`src/rtl/pid_pkg.sv`:
```
// rtl/pid_pkg.sv - shared defaults and saturation helper for the plant-side PID blocks
package pid_pkg;

  localparam int unsigned DEF_BITS   = 8;
  localparam int unsigned DEF_WINDOW = 256;

  // All-ones value of a BITS-wide unsigned word (the saturation ceiling).
  function automatic logic [31:0] sat_max(input int unsigned bits);
    return (32'h1 << bits) - 32'h1;
  endfunction

endpackage

```
`src/rtl/pid_plant_io_tach_sync.sv`:
```
// rtl/pid_plant_io_tach_sync.sv - tach synchronizer with rising-edge pulse
module tach_sync (
  input  logic clk,
  input  logic reset_n,
  input  logic tach_i,
  output logic edge_o
);

  logic sync1_q;
  logic sync2_q;
  logic hist_q;

  always_ff @(posedge clk or negedge reset_n) begin
    if (!reset_n) begin
      sync1_q <= 1'b0;
      sync2_q <= 1'b0;
      hist_q  <= 1'b0;
    end else begin
      sync1_q <= tach_i;
      sync2_q <= sync1_q;
      hist_q  <= sync2_q;
    end
  end

  assign edge_o = sync2_q & ~hist_q;

endmodule

```
`src/rtl/pid_plant_io.sv`:
```
// rtl/pid_plant_io.sv - PWM actuator drive and windowed tach measurement feeding pv back to the PID core
module pid_plant_io
  import pid_pkg::*;
#(
  parameter  int BITS   = DEF_BITS,
  parameter  int WINDOW = DEF_WINDOW,
  localparam int CW     = $clog2(WINDOW)
) (
  input  logic            clk,
  input  logic            reset_n,
  input  logic            en,
  input  logic [BITS-1:0] stimulus,
  input  logic            tach_in,
  output logic            pwm_out,
  output logic [BITS-1:0] pv,
  output logic            pv_stb,
  output logic            pv_sat
);

  localparam logic [BITS-1:0] MAX    = BITS'(sat_max(BITS));
  localparam logic [CW-1:0]   W_LAST = CW'(WINDOW - 1);

  logic            tach_edge;
  logic [BITS-1:0] pcnt_q, pcnt_d;
  logic [BITS-1:0] duty_q, duty_d;
  logic            pwm_q, pwm_d;
  logic [CW-1:0]   wcnt_q, wcnt_d;
  logic [BITS-1:0] ecnt_q, ecnt_d;
  logic            ovf_q, ovf_d;
  logic [BITS-1:0] pv_q, pv_d;
  logic            pv_stb_q, pv_stb_d;
  logic            pv_sat_q, pv_sat_d;

  tach_sync u_tach_sync (
    .clk     (clk),
    .reset_n (reset_n),
    .tach_i  (tach_in),
    .edge_o  (tach_edge)
  );

  always_comb begin
    pcnt_d   = pcnt_q;
    duty_d   = duty_q;
    wcnt_d   = wcnt_q;
    ecnt_d   = ecnt_q;
    ovf_d    = ovf_q;
    pv_d     = pv_q;
    pv_sat_d = pv_sat_q;
    pv_stb_d = 1'b0;
    pwm_d    = en && (pcnt_q < duty_q);

    if (en) begin
      pcnt_d = pcnt_q + BITS'(1);
      // Duty only changes at the period boundary so a period is never cut short.
      if (pcnt_q == MAX) begin
        duty_d = stimulus;
      end

      if (wcnt_q == W_LAST) begin
        // An edge on the terminal cycle still belongs to the closing window.
        wcnt_d   = '0;
        pv_stb_d = 1'b1;
        pv_d     = (tach_edge && ecnt_q != MAX) ? ecnt_q + BITS'(1) : ecnt_q;
        pv_sat_d = ovf_q | ((ecnt_q == MAX) && tach_edge);
        ecnt_d   = '0;
        ovf_d    = 1'b0;
      end else begin
        wcnt_d = wcnt_q + CW'(1);
        if (tach_edge) begin
          if (ecnt_q == MAX) begin
            ovf_d = 1'b1;
          end else begin
            ecnt_d = ecnt_q + BITS'(1);
          end
        end
      end
    end
  end

  always_ff @(posedge clk or negedge reset_n) begin
    if (!reset_n) begin
      pcnt_q   <= '0;
      duty_q   <= '0;
      pwm_q    <= 1'b0;
      wcnt_q   <= '0;
      ecnt_q   <= '0;
      ovf_q    <= 1'b0;
      pv_q     <= '0;
      pv_stb_q <= 1'b0;
      pv_sat_q <= 1'b0;
    end else begin
      pcnt_q   <= pcnt_d;
      duty_q   <= duty_d;
      pwm_q    <= pwm_d;
      wcnt_q   <= wcnt_d;
      ecnt_q   <= ecnt_d;
      ovf_q    <= ovf_d;
      pv_q     <= pv_d;
      pv_stb_q <= pv_stb_d;
      pv_sat_q <= pv_sat_d;
    end
  end

  assign pwm_out = pwm_q;
  assign pv      = pv_q;
  assign pv_stb  = pv_stb_q;
  assign pv_sat  = pv_sat_q;

endmodule

```
`config.mk`:
```
export PLATFORM = sky130hd
export DESIGN_NAME = pid_plant_io
export DESIGN_NICKNAME = d
export VERILOG_FILES = /design/src/rtl/pid_pkg.sv /design/src/rtl/pid_plant_io_tach_sync.sv /design/src/rtl/pid_plant_io.sv
export SDC_FILE = /design/constraint.sdc
export NUM_CORES = 1
export LEC_CHECK = 0
export CAP_MARGIN = 20
export CORE_UTILIZATION = 55
export CTS_CLUSTER_DIAMETER = 30
export DETAILED_ROUTE_END_ITERATION = 10
export DONT_BUFFER_PORTS = 1
export PLACE_DENSITY = 0.72
export SETUP_SLACK_MARGIN = 0.3
export SLEW_MARGIN = 10
export SYNTH_ARGS = -nofsm -noshare
export SYNTH_HDL_FRONTEND = slang
export SYNTH_SLANG_ARGS = --single-unit
```
`constraint.sdc`:
```
create_clock -name clk -period 3.2 [get_ports clk]
set_clock_uncertainty 0.1 [all_clocks]
set_input_delay 0.96 -clock clk [delete_from_list [all_inputs] [get_ports clk]]
set_output_delay 0.96 -clock clk [all_outputs]
set_load 0.01 [all_outputs]
```
# Word level (Yosys, flattened, before mapping)
# Index checks and enable logic that the tools add are counted.
# totals
reg_bits	47
latch_bits	0
ram_bits	0
rom_bits	0
inputBits	12
wordCells	43
mem_count	0
# op_classes
add_sub_neg	3
multipliers	0
n_div	0
order_cmp	1
n_eq_ne	5
shifts	0
muxes	10
bitwise	3
n_reduce_logical	9
# ops
op	count
$mux 8	5
$add 8x1->8 const B	3
$eq 8x8->1 const B	3
$lt 8x8->1	1
$ne 8x8->1 const B	1
$reduce_and 3->1	2
$mux 1	5
$reduce_and 2->1	2
$reduce_bool 2->1	2
$logic_and 1x1->1	3
$ne 2x2->1 const B	1
$and 1x1->1	1
$not 1->1	1
$or 1x1->1	1

# Longest topological paths before layout
# logic_depth
ltp_word	4
ltp_mapped	7

# Cells and area by module
# A second synthesis with hierarchy kept.
# unflattened
cells_unflattened	214
hier_area_um2	2323.5
# by_module_without_submodules
mod	instances	cells_per_inst	area_per_inst_um2	seq_area_each_um2
pid_plant_io	1	210	2234.6	1101.1
tach_sync	1	4	88.8	75.1

# Least setup slack after synthesis
# Ideal clock, no wire load.
# synth_path
kind	input port to flip-flop
start	in en
end	reg duty_q[0]
setup_ps	125
arrival_ps	1826
slack_ps	1149
cell_stages	5
path_buffers	1
cell_sequence	nand3_1 -> nor2_1 -> and3_1 -> buf_2 -> mux2_2
# synth_between
elab_chain_len	1
# synth_lines
item	line_no	source
start: declaration	pid_plant_io.sv:11	input logic en,
$reduce_and 2->1 (no line)	-	
end signal: assignment	pid_plant_io.sv:93	duty_q <= duty_d;
end: declaration	pid_plant_io.sv:25	logic [BITS-1:0] duty_q, duty_d;
# No other way between the ends.
# A chain may end at the register's enable or synchronous reset.

# Worst setup path after layout
# layout_path
start	reg ecnt_q[0]
end	reg ecnt_q[2]
# layout_between
elab_chain_len	4
elab_cells_between_ends	7
cone_classes	add/sub (1); eq/ne (2); mux (3); reduce/logical (1)
# layout_lines
item	line_no	source
start: declaration	pid_plant_io.sv:28	logic [BITS-1:0] ecnt_q, ecnt_d;
start signal: assignment	pid_plant_io.sv:96	ecnt_q <= ecnt_d;
$add 8x1->8	pid_plant_io.sv:73	ecnt_d = ecnt_q + BITS'(1);
$mux 8	pid_plant_io.sv:70	if (ecnt_q == MAX) begin
$mux 8	pid_plant_io.sv:69	if (tach_edge) begin
$mux 8	pid_plant_io.sv:59	if (wcnt_q == W_LAST) begin
# Several ways; a longest one is shown, not always the timed one. The select of a mux whose other input is x is not followed.

==> metrics.log <==
INFO  metric area_growth = 4.568%
INFO  metric maximum_number_of_pins_on_one_net_before_global_route_repair = between 40 and 50
INFO  metric place_hpwl = 2960 um
INFO  metric routed_wire_length_per_instance = between 15 and 20 um
INFO  metric post_drt_via_cell_ratio = around 6.0
INFO  metric max_slew_headroom_at_the_worst_pin = 0.5535
INFO  metric post-synth-top-count-cell = sky130_fd_sc_hd__dfrtp_1
INFO  metric fp.dieH = approximately 67 um
INFO  metric cts-htree-levels = 2
INFO  metric fraction_of_layout_cells_with_a_size_suffix_above_1 = 0.1132
INFO  metric grt_util_all_layers = 0.2170
INFO  metric core-area = 0.004000 mm^2
INFO  metric synth.top_cell.area_share = 0.5111
INFO  metric start_util = 0.5752
INFO  metric final_min_period_over_clock_period = 0.6528
INFO  metric layout.nets = between 200 and 250
INFO  metric post-route-drc-count = 0
INFO  metric ff2ff_path_depth = 5
INFO  metric timing.critical_path.from_type = flip-flop
INFO  metric post_cts_hold_buffer_count = 0
INFO  metric syn_inst = 212
INFO  metric worstSetupPathType = flip-flop to flip-flop
INFO  metric global_route.overflow_total = 0
INFO  metric share_of_async_settable_or_async_resettable_flops_after_synthesis = 1.000
INFO  metric detailedPlace.worstSlack = slightly below 1 ns
INFO  metric setup_slack = about 1.1 ns
INFO  metric setup_viol = 0
INFO  metric worstHoldPathType = input pin to asynchronous set/reset pin
INFO  metric synth_top_area_cell = sky130_fd_sc_hd__dfrtp_1
INFO  metric clock-root-buffer = sky130_fd_sc_hd__clkbuf_8
INFO  metric rsz_0062_raised_after_global_routing = false
INFO  metric ff2ff_setup_slack = ~1.1 ns
INFO  metric finalWirelength = slightly above 4000 um
INFO  metric cp-startpoint = ecnt_q[0]
INFO  metric weighted_congestion_reported_at_the_end_of_routability_driven_placement = around 0.84
INFO  metric floorplan.die.width = approximately 67 um
INFO  metric timing_hold_violations_final = 0
INFO  metric num_vias = roughly 1600
INFO  metric multi_input_comb_area = between 0.001 and 0.0015 mm^2
INFO  metric dominantRegCellSynth = sky130_fd_sc_hd__dfrtp_1
INFO  metric synth_cell_type_count = between 40 and 50
INFO  metric crit_end = ecnt_q[2]
INFO  metric vdd_drop_max = about 380 uV
INFO  metric drtIter0Drc = 91
INFO  metric drt-pass1-iter-count = 4
INFO  metric final-seq-area = between 0.001 and 0.0015 mm^2
INFO  metric max_freq = roughly 0.48 GHz
INFO  metric max_fanout_on_critical_path = 11
INFO  metric yosys-top-cells-area = sky130_fd_sc_hd__dfrtp_1 (51%), sky130_fd_sc_hd__ha_1 (5.4%), sky130_fd_sc_hd__mux2_2 (5.4%), sky130_fd_sc_hd__xnor2_1 (3.4%), sky130_fd_sc_hd__nand3_1 (2.8%)
INFO  metric port_buffers = 0
INFO  metric post_cts.resized_instances = 0
INFO  metric pd_cells = around 650 mW/mm^2
INFO  metric max-cap-violations = 0
INFO  metric ys.warnings.count = 0
INFO  metric drv_slew = 0
INFO  metric synth_seq_cells = 47
INFO  metric cts.reportedPaths.clkPinSlew = about 0.080 ns
INFO  metric syn-cell-area = approximately 0.0023 mm^2
INFO  metric cts_made_buffers = 5
INFO  metric synth-edff-count = 0
INFO  metric ys_top_cells_by_count = sky130_fd_sc_hd__dfrtp_1 (47), sky130_fd_sc_hd__nand2_1 (16), sky130_fd_sc_hd__nand3_1 (13), sky130_fd_sc_hd__nor2_1 (12), sky130_fd_sc_hd__mux2_2 (11)
INFO  metric diodes = 0
INFO  metric regToRegStartpoint = ecnt_q[0]
INFO  metric timing.setup.tns = 0 ns
INFO  metric tritoncts = built
INFO  metric timing.critical_path.required = 3.28 ns
INFO  metric postCtsSetupBuffers = 0
INFO  metric transition_time_at_the_pin_with_the_least_slew_margin = between 0.6 and 0.7 ns
INFO  metric leak = approximately 1.1 nW
INFO  metric worst_ep_arrival_time = approximately 2.2 ns
INFO  metric floorplan.rows = 23
INFO  metric cts.path.max_buffers = 2
INFO  metric grt_pass1_wl = between 7000 and 8000 um
INFO  metric post_synth.cell_area_avg = about 11 um^2
INFO  metric antenna_found_initial = 0
INFO  metric die_area = 0.004446 mm^2
INFO  metric postSynthNetCount = 234
INFO  metric outcome = complete, no violations
INFO  metric clock_sink_count = 47
INFO  metric endpoint_kind = flip-flop
INFO  metric rr_endpoint = ecnt_q[2]
INFO  metric clkLatencyLatePin = approximately 0.3 ns
INFO  metric min_hold_slack = between 0.2 and 0.25 ns
INFO  metric synth_sequential_area_ratio = 0.5111
INFO  metric grt_pass1_vias = between 1500 and 2000
INFO  metric final_period_minus_worst_setup_slack = roughly 2.1 ns
INFO  metric pin_count = 23
INFO  metric final_antenna_net_count = 0
INFO  metric num-fill-cells = around 330
[flip-flops by register name, summed over array words and instances (netlist names)]
signal,flops
ecnt_q,8
pv_stb,1
duty_q,8
pv_sat,1
u_tach_sync.hist_q,1
pwm_out,1
pcnt_q,8
pv,8
ovf_q,1
wcnt_q,8
u_tach_sync.sync1_q,1
u_tach_sync.sync2_q,1
[metal layers]
metal	wire, um	global-route usage	up-vias
li1	-	-	755
met1	1927	0.2744	795
met2	1932	0.3497	24
met3	144	0.06678	7
met4	61	0.07447	0
met5	0	0	-
[worst min path at each step]
| stage | cells after the start | startpoint | end |
|---|---|---|---|
| 2_1_floorplan | 0 | u_tach_sync.sync1_q | u_tach_sync.sync2_q |
| 3_3_place_gp | 0 | u_tach_sync.sync1_q | u_tach_sync.sync2_q |
| 3_5_place_dp | 0 | u_tach_sync.sync1_q | u_tach_sync.sync2_q |
| 4_1_cts | 0 | reset_n | ecnt_q[4] |
| 5_1_grt | 0 | reset_n | pv[4] |
| 6_report | 0 | reset_n | pcnt_q[0] |
[logic make-up (layout without fill, tap and decap cells)]
group / after synthesis / count (layout) / share of synthesized area
muxes: 13 / 13 / 0.06253
xor gates and xnor gates: 15 / 15 / 0.05710
adders and majority gates: 10 / 10 / 0.05438
DFF: 47 / 47 / 0.5111
and+or+nand+nor: 74 / 74 / 0.1762
buffers and inverters: 18 / 18 / 0.03316
AOI/OAI and AO/OA: 35 / 35 / 0.1055
[critical path, cell delays in order (launching register included)]
cell                      delay, ns
sky130_fd_sc_hd__dfrtp_1       0.44
sky130_fd_sc_hd__ha_1          0.27
sky130_fd_sc_hd__nand3_2       0.13
sky130_fd_sc_hd__o21ai_1       0.57
sky130_fd_sc_hd__nor4b_1       0.12
sky130_fd_sc_hd__a311o_1       0.34
[cell usage in the layout (no fill, tap or decap), drive strengths merged, types with 5 or more instances in the layout]
master,synthesis,layout
ha,10,10
nand3,14,14
nand2b,5,5
nor2,12,12
nand4,8,8
o21ai,7,7
xor2,6,6
dfrtp,47,47
inv,10,10
clkbuf,1,7
nand2,17,17
xnor2,9,9
mux2,11,11
[power by group]
part | internal [mW] | total, mW | switching [mW] | leakage, nW
combinational | 0.189 | 0.352 | 0.163 | 0.430
clock | 0.154 | 0.342 | 0.188 | 0.0422
sequential | 0.705 | 0.872 | 0.167 | 0.599
[final cells by class]
| cell class | count | share of cell area |
|---|---|---|
| flip-flops and latches | 47 | 0.4888 |
| clock buffers | 7 | 0.03172 |
| inverters | 10 | 0.01560 |
| multi-input cells | 147 | 0.4358 |
| clock inverters | 1 | 0.002080 |
| well taps | 50 | 0.02600 |
[metrics by stage]
stage | area [um^2] | power (mW) | cells | utilization
6_report | 2406 | 1.565 | 262 | 0.6015
5_1_grt | 2406 | 1.664 | 262 | 0.6015
4_1_cts | 2406 | 1.574 | 262 | 0.6015
3_5_place_dp | 2325 | 1.230 | 254 | 0.5812
3_3_place_gp | 2325 | 1.195 | 254 | 0.5812
2_1_floorplan | 2301 | 1.142 | 212 | -
No activity file was read; power rests on OpenSTA's default activity.
